File: config.mk
export PLATFORM = sky130hd
export DESIGN_NAME = encoder_for_in
export DESIGN_NICKNAME = d
export VERILOG_FILES = /design/src/rtl/encoder_pkg.sv /design/src/rtl/encoder_for_in_rr_index_picker.sv /design/src/rtl/encoder_for_in.sv
export SDC_FILE = /design/constraint.sdc
export NUM_CORES = 1
export LEC_CHECK = 0
export CAP_MARGIN = 20
export CORE_UTILIZATION = 45
export CTS_CLUSTER_DIAMETER = 50
export DETAILED_ROUTE_END_ITERATION = 16
export GPL_TIMING_DRIVEN = 0
export PLACE_DENSITY_LB_ADDON = 0.15
export SYNTH_ARGS = -nofsm -noshare
export SYNTH_HDL_FRONTEND = slang
export SYNTH_SLANG_ARGS = --single-unit
File: constraint.sdc
create_clock -name clk -period 7.4 [get_ports clk]
set_clock_uncertainty 0.2 [all_clocks]
set_input_delay 1.48 -clock clk [delete_from_list [all_inputs] [get_ports clk]]
set_output_delay 1.48 -clock clk [all_outputs]
set_load 0.03 [all_outputs]
File: src/rtl/encoder_pkg.sv
// Shared types and helpers for the input-side event encoder.
// Holds the FSM state type and the index-to-code mapping used so that
// codes match the output decoder's code space (1..N, 0 means none).
package encoder_pkg;

   typedef enum logic {IDLE, HOLD} enc_state_t;

   // Line index i is reported as code i+1; code 0 is reserved for "no event".
   function automatic int unsigned idx_to_code(input int unsigned idx);
      return idx + 1;
   endfunction

endpackage

File: src/rtl/encoder_for_in_rr_index_picker.sv
// Combinational round-robin search over pending event flags.
// Ports:
//   pending_i    - per-line pending flags (registered view)
//   last_code_i  - code most recently handed out (0 = none yet)
//   pick_code_o  - code of the chosen line, 0 when nothing is pending
//   pick_valid_o - a pending line was found
module rr_index_picker
   import encoder_pkg::*;
#(
   parameter int IN_SIZE = 7,
   parameter int CODE_W  = $clog2(IN_SIZE + 1)
) (
   input  logic [IN_SIZE-1:0] pending_i,
   input  logic [CODE_W-1:0]  last_code_i,
   output logic [CODE_W-1:0]  pick_code_o,
   output logic               pick_valid_o
);

   always_comb begin
      int unsigned        idx;
      logic [IN_SIZE-1:0] shifted;
      pick_code_o  = '0;
      pick_valid_o = 1'b0;
      idx          = 0;
      shifted      = '0;
      // Search begins at the line after last_code (index == last_code), wrapping.
      for (int off = 0; off < IN_SIZE; off++) begin
         idx     = (int'(last_code_i) + off) % IN_SIZE;
         shifted = pending_i >> idx;
         if (!pick_valid_o && shifted[0]) begin
            pick_valid_o = 1'b1;
            pick_code_o  = CODE_W'(idx_to_code(idx));
         end
      end
   end

endmodule

File: src/rtl/encoder_for_in.sv
// Input-side event encoder: synchronizes IN_SIZE asynchronous lines,
// turns rising edges into per-line pending events and hands them out
// one at a time as 1-based codes over a valid/ready interface with
// round-robin fairness.
// Ports:
//   clk, rst   - clock and synchronous active-high reset
//   in_lines   - asynchronous input lines; line i reports code i+1
//   code_o     - event code (0 when valid_o=0)
//   valid_o    - code_o holds an event
//   ready_i    - consumer accepts code_o when valid_o && ready_i
//   pending_o  - per-line pending-event flags
//   ovf_o      - sticky per-line overflow flags (event lost)
//   clr_ovf_i  - clears all overflow flags
module encoder_for_in
   import encoder_pkg::*;
#(
   parameter int IN_SIZE = 7
) (
   input  logic                             clk,
   input  logic                             rst,
   input  logic [IN_SIZE-1:0]               in_lines,
   output logic [$clog2(IN_SIZE+1)-1:0]     code_o,
   output logic                             valid_o,
   input  logic                             ready_i,
   output logic [IN_SIZE-1:0]               pending_o,
   output logic [IN_SIZE-1:0]               ovf_o,
   input  logic                             clr_ovf_i
);

   localparam int CODE_W = $clog2(IN_SIZE + 1);

   logic [IN_SIZE-1:0] s1_q, s2_q, prev_q;
   logic [IN_SIZE-1:0] pending_q, pending_d;
   logic [IN_SIZE-1:0] ovf_q, ovf_d;
   logic [CODE_W-1:0]  last_code_q, last_code_d;
   logic [CODE_W-1:0]  code_q, code_d;
   logic               valid_q, valid_d;
   enc_state_t         state_q, state_d;

   logic [IN_SIZE-1:0] edge_det;
   logic [IN_SIZE-1:0] clr_mask;
   logic [IN_SIZE-1:0] new_ovf;
   logic [CODE_W-1:0]  pick_code;
   logic               pick_valid;
   logic               load;

   assign edge_det = s2_q & ~prev_q;

   rr_index_picker #(
      .IN_SIZE (IN_SIZE),
      .CODE_W  (CODE_W)
   ) u_picker (
      .pending_i    (pending_q),
      .last_code_i  (last_code_q),
      .pick_code_o  (pick_code),
      .pick_valid_o (pick_valid)
   );

   always_comb begin
      state_d     = state_q;
      code_d      = code_q;
      valid_d     = valid_q;
      last_code_d = last_code_q;
      load        = 1'b0;
      case (state_q)
         IDLE: begin
            if (pick_valid) begin
               load = 1'b1;
            end
         end
         HOLD: begin
            if (ready_i) begin
               if (pick_valid) begin
                  load = 1'b1;
               end else begin
                  valid_d = 1'b0;
                  code_d  = '0;
                  state_d = IDLE;
               end
            end
         end
         default: state_d = IDLE;
      endcase
      if (load) begin
         code_d      = pick_code;
         valid_d     = 1'b1;
         last_code_d = pick_code;
         state_d     = HOLD;
      end
   end

   // A load only happens with pick_valid, so pick_code is at least 1 here.
   assign clr_mask = load ? (IN_SIZE'(1) << (pick_code - CODE_W'(1))) : '0;

   // Set beats clear: a fresh edge on the line being loaded is a second event.
   assign pending_d = (pending_q & ~clr_mask) | edge_det;

   // An edge landing on a still-pending line is merged into it, i.e. lost.
   assign new_ovf = edge_det & pending_q & ~clr_mask;
   assign ovf_d   = (clr_ovf_i ? '0 : ovf_q) | new_ovf;

   always_ff @(posedge clk) begin
      if (rst) begin
         s1_q        <= '0;
         s2_q        <= '0;
         prev_q      <= '0;
         pending_q   <= '0;
         ovf_q       <= '0;
         last_code_q <= '0;
         code_q      <= '0;
         valid_q     <= 1'b0;
         state_q     <= IDLE;
      end else begin
         s1_q        <= in_lines;
         s2_q        <= s1_q;
         prev_q      <= s2_q;
         pending_q   <= pending_d;
         ovf_q       <= ovf_d;
         last_code_q <= last_code_d;
         code_q      <= code_d;
         valid_q     <= valid_d;
         state_q     <= state_d;
      end
   end

   assign code_o    = code_q;
   assign valid_o   = valid_q;
   assign pending_o = pending_q;
   assign ovf_o     = ovf_q;

endmodule

# ---- After elaboration in Yosys (flattened, before gate mapping)
# Cells that the tools add are included.
dict set report classes {
  addsub 14
  n_mul 0
  div 7
  n_lt_le_gt_ge 0
  n_eq_ne 1
  shift 8
  n_mux 30
  bitwise 9
  n_reduce_logical 15
}
# operator count
set op_table {}
lappend op_table {{$shr A7 B32 Y1} 7}
lappend op_table {{$mod A32 B4 Y32 const B} 6}
lappend op_table {{$mux W3} 11}
lappend op_table {{$mod A4 B4 Y32 const B} 1}
lappend op_table {{$and A7 B7 Y7} 4}
lappend op_table {{$add A3 B1 Y3 const B} 7}
lappend op_table {{$mux W1} 16}
lappend op_table {{$mux W7} 2}
lappend op_table {{$not A7 Y7} 2}
lappend op_table {{$or A7 B7 Y7} 2}
lappend op_table {{$add A3 B3 Y4 const B} 3}
lappend op_table {{$add A3 B2 Y4 const B} 2}
lappend op_table {{$shl A1 B3 Y7 const A} 1}
lappend op_table {{$logic_and A1 B1 Y1} 6}
lappend op_table {{$logic_not A1 Y1} 6}
lappend op_table {{$add A3 B1 Y4 const B} 1}
lappend op_table {{$reduce_bool A2 Y1} 2}
lappend op_table {{$reduce_and A3 Y1} 1}
lappend op_table {{$sub A3 B1 Y3 const B} 1}
lappend op_table {{$ne A2 B1 Y1 const B} 1}
lappend op_table {{$pmux W1 S2} 1}
lappend op_table {{$not A1 Y1} 1}
dict set report totals {
  ff_bits 43
  latch_bits 0
  ramBits 0
  rom_bits 0
  input_bits 11
  out_inout_bits 18
  word_cells 93
  n_memories 0
}

# ---- Logic depth before layout (Yosys ltp)
dict set report depth {
  word_depth 28
  mapped_depth 25
  mapped_depth_nobuf 22
}

# ---- By module
# Synthesis repeated with hierarchy kept, for this count alone.
dict set report hier_totals {
  hier_cells 500
  area_unflattened_um2 4072.7
}
# module instances cells_per_inst area_each_um2 seq_area_each_um2
set modules_own_cells {}
lappend modules_own_cells {rr_index_picker 1 355 2552.4 0.0}
lappend modules_own_cells {encoder_for_in 1 145 1520.2 860.8}

# ---- Least setup slack after synthesis
# OpenSTA, ideal clock, no wires.
dict set report synth_timing {
  path_type {register -> register}
  start {reg last_code_q[0]}
  end {reg ovf_q[4] (netlist: ovf_o[4])}
  setup_ns 0.117
  t_arrival_ns 5.038
  t_required_ns 7.083
  slack_ns 2.044
  stages_incl_launch_ff 24
  n_path_buf 3
  synth_period_minus_slack_ns 5.356
  path_cell_list {dfxtp_1 > buf_6 > inv_1 > clkbuf_1 > ha_1 > xor2_2 > inv_2 > ha_1 > ha_1 > clkbuf_1 > a211oi_1 > or2_2 > ha_1 > o21ai_0 > o22ai_1 > mux2i_1 > inv_1 > ha_1 > xor2_1 > or3_1 > a211oi_1 > or2_4 > a31oi_1 > a32o_1}
}
dict set report synth_via {
  elab_chain_len 28
  word_cells_on_any_way 62
  classes_between {14 x add/sub; 7 x div; 8 x shift; 18 x mux; 3 x bitwise; 12 x reduce/logical}
}
# item line_no
set synth_lines {}
lappend synth_lines {{from (decl)} encoder_for_in.sv:35} ;# logic [CODE_W-1:0] last_code_q, last_code_d;
lappend synth_lines {{from (signal assigned)} encoder_for_in.sv:119} ;# last_code_q <= last_code_d;
lappend synth_lines {{parallel branches: the longest is 24 deep, another holds $mod A32 B4 Y32} n/a}
lappend synth_lines {{$mux W7 (*)} encoder_for_in.sv:93} ;# assign clr_mask = load ? (IN_SIZE'(1) << (pick_code - CODE_W'(1))) : '0;
lappend synth_lines {{$not A7 Y7 (*)} encoder_for_in.sv:99} ;# assign new_ovf = edge_det & pending_q & ~clr_mask;
lappend synth_lines {{$and A7 B7 Y7 (*)} encoder_for_in.sv:99}
lappend synth_lines {{$or A7 B7 Y7 (*)} encoder_for_in.sv:100} ;# assign ovf_d = (clr_ovf_i ? '0 : ovf_q) | new_ovf;
lappend synth_lines {{to (signal assigned)} encoder_for_in.sv:118} ;# ovf_q <= ovf_d;
lappend synth_lines {{to (decl)} encoder_for_in.sv:34} ;# logic [IN_SIZE-1:0] ovf_q, ovf_d;
# Mark *: on every way between the ends.
# A chain may end at the register's enable or synchronous reset.

# ---- Worst setup path after layout
# Ends and elaborated chain as after synthesis.

==> impl_metrics.ini <==
[clock_tree]
cts_tree = built
cts_max_level = 2
cts_inserted_buffers = 5
clkSinkCount = 43
cts_root_buffer = clkbuf_8
cts_setup_buffers = 0
cts.clk_slew.worst_paths_ps = 80
clockBufferDepth = 2
cts_resized = 0
clk_latency_ps = 290
hold_buffers = 0

[floorplanning]
row_count = 35
die_area_um2 = 10300
initial_core_util_pct = 47.2
ios = 29
die_y_um = 101
die_w_um = 101
core_area_um2 = 9420

[critical_path]
crit_start = last_code_q[0]$_SDFFE_PP0P_
arrival_ps = 6830
cp_cell_sequence = buf_6 -> inv_1 -> clkbuf_1 -> ha_1 -> clkbuf_1 -> inv_1 -> ha_1 -> ha_1 -> clkbuf_1 -> a211oi_1 -> or2_2 -> ha_1 -> o21ai_0 -> o22ai_1 -> mux2i_1 -> a211o_1 -> nand2_1 -> or3_1 -> a211oi_1 -> or2_4 -> a31oi_1 -> a32o_1
cp_slowest_stage_delay_ps = 730
crit_path_frequent_cell = ha_1
path_max_fanout = 11
slowest_stage = dfxtp_1
required_ps = 7380
r2r_start = last_code_q[0]$_SDFFE_PP0P_
critical_path.startpoint_type = register
endpoint_kind = register
path_class = register to register

[worst_hold_path]
hold_start = s1_q[6]$_SDFF_PP0_
hold_path_class = register to register

[global_route]
grt_pass1_vias = 3979
grt_pass1_wl_mm = 19.6
antenna_found_initial = 0
grt.overflow.total = 0
grt_max_degree = 14
grt_use_total_pct = 24.0

[routing]
first_iter_violations = 350
drc_errors = 0
drt-pass1-iter-count = 7
routed_via_density = 6.20
ant_nets = 0
num_vias = 4419
routed_wl_mm = 12.1
wl_per_cell_um = 17.0

[place]
gp_congestion = 0.937
hpwl_mm = 9.20
io_buffers = 27

[sta]
worst_pin_slew_ps = 762
hold_viol_final = 0
fin_crit_ps = 6850
maxSlewViolCount = 0
fmax_mhz = 146
totalNegativeSetupSlack_ps = 0
slew_headroom_pct = 49.2
fin_crit_sh_pct = 92.5
finalSetupViolations = 0
rsz0062_at_grt = no

[finish]
syn2layout_area_growth_pct = 11.6
antenna_cells = 0
fillCellCount = 874
final_common_cell = nand2_1
drive_gt1_share_pct = 10.4
final_cell_mix = nand2_1 (46), dfxtp_1 (43), ha_1 (35), inv_1 (33), nor2_1 (31)
final_nets = 630

[logic_synthesis]
yosys_most_used_dff = dfxtp_1
syn-cell-area_um2 = 4440
synth.top_cell.area_share_pct = 19.4
yosys.area.top_type = dfxtp_1
syn_nets = 596
yosys_warnings = 0
synth-edff-count = 0
syn_inst = 549
syn_area_per_cell_um2 = 8.09
yosysSeqAreaShare_pct = 19.4
synthArstFlopShare_pct = 0
yosys_register_bits = 43
synthTopCellsByArea = dfxtp_1 (19%), ha_1 (9.9%), nand2_1 (3.9%), mux2i_1 (3.2%), nand2b_1 (3.0%)
synth.distinct_cells = 95

[flow_run]
max_cap_viol_count = 0

[run_status]
status = finished clean
## flip-flops by register name (all words and copies together), names as in the netlist
name         cells
last_code_q      3
code_o           3
ovf_o            7
state_q          1
s2_q             7
prev_q           7
valid_o          1
pending_o        7
s1_q             7
## kinds of logic after synthesis
group	after synthesis	synth area share (%)
multiplexers	25	6.87
adder cells (fa/ha/maj)	36	10.3
buffers and inverters	63	5.97
AND/OR/NAND/NOR	189	23.2
XOR/XNOR	19	3.92
flip-flops	43	19.4
AO/OA/AOI/OAI	174	30.4
## Yosys cell counts, drive strengths merged (4+ instances only)
cell type and n:
nand2 46, dfxtp 43, ha 35, inv 35, nor2 31, a21oi 28
o21ai 27, nand2b 21, nor2b 21, clkbuf 19, nand3 17, a211oi 15
mux2i 14, xnor2 10, buf 9, nor3 9, xor2 9, a21boi 8
mux2 8, o41ai 8, a31oi 7, a21o 6, o211ai 6, a2111oi 5
a211o 5, a22oi 5, nand4 5, o21a 5, and2 4, and3 4
and4b 4, o2111ai 4, o31ai 4, or3 4
## layout make-up
type	count	area, µm²	area share (%)
repair buffers	27	270	5.45
flip-flops and latches	43	861	17.4
well taps	129	161	3.26
inverters	35	134	2.70
plain buffers	28	131	2.65
clock inverters	2	12.5	0.252
multi-input cells	443	3320	66.9
clock buffers	6	72.6	1.46
## worst paths after layout
check	endpoint	slack (ps)	cells after the start
worst max-delay path	ovf_o[4]$_SDFF_PP0_	550	22
worst min-delay path	s2_q[6]$_SDFF_PP0_	240	1
worst max register to register	ovf_o[4]$_SDFF_PP0_	550	22
worst min register to register	s2_q[6]$_SDFF_PP0_	240	1
## layer usage
layer | vias to the layer above | routed length, µm | GRT usage, %
met1 | 2088 | 5810 | 34.1
met5 | - | 0 | 0
met2 | 176 | 5390 | 38.6
met3 | 24 | 753 | 3.17
met4 | 0 | 170 | 4.91
li1 | 2131 | - | -
## stage by stage
step | setup slack [ps] | instances | utilization [%] | instance area (µm²) | hold slack [ps]
global placement | 707 | 705 | 51.8 | 4870 | 218
global route | 131 | 713 | 52.7 | 4960 | 247
detailed placement | 740 | 705 | 51.8 | 4870 | 224
CTS | 695 | 713 | 52.7 | 4960 | 241
finish | 553 | 713 | 52.7 | 4960 | 238
floorplan | 2040 | 549 | - | 4440 | 211
## worst max-delay path, delay by kind of cell, from the launching register on
kind,cells,cell delay [ps]
and+or+nand+nor,4,950
AOI/OAI and AO/OA,7,1800
muxes,1,370
buffers and inverters,6,1460
adders and majority gates,4,1220
DFF,1,730
Power is left out: the tool's default activity adds up to more than one toggle a clock period on the data nets, which glitch-free logic cannot reach.
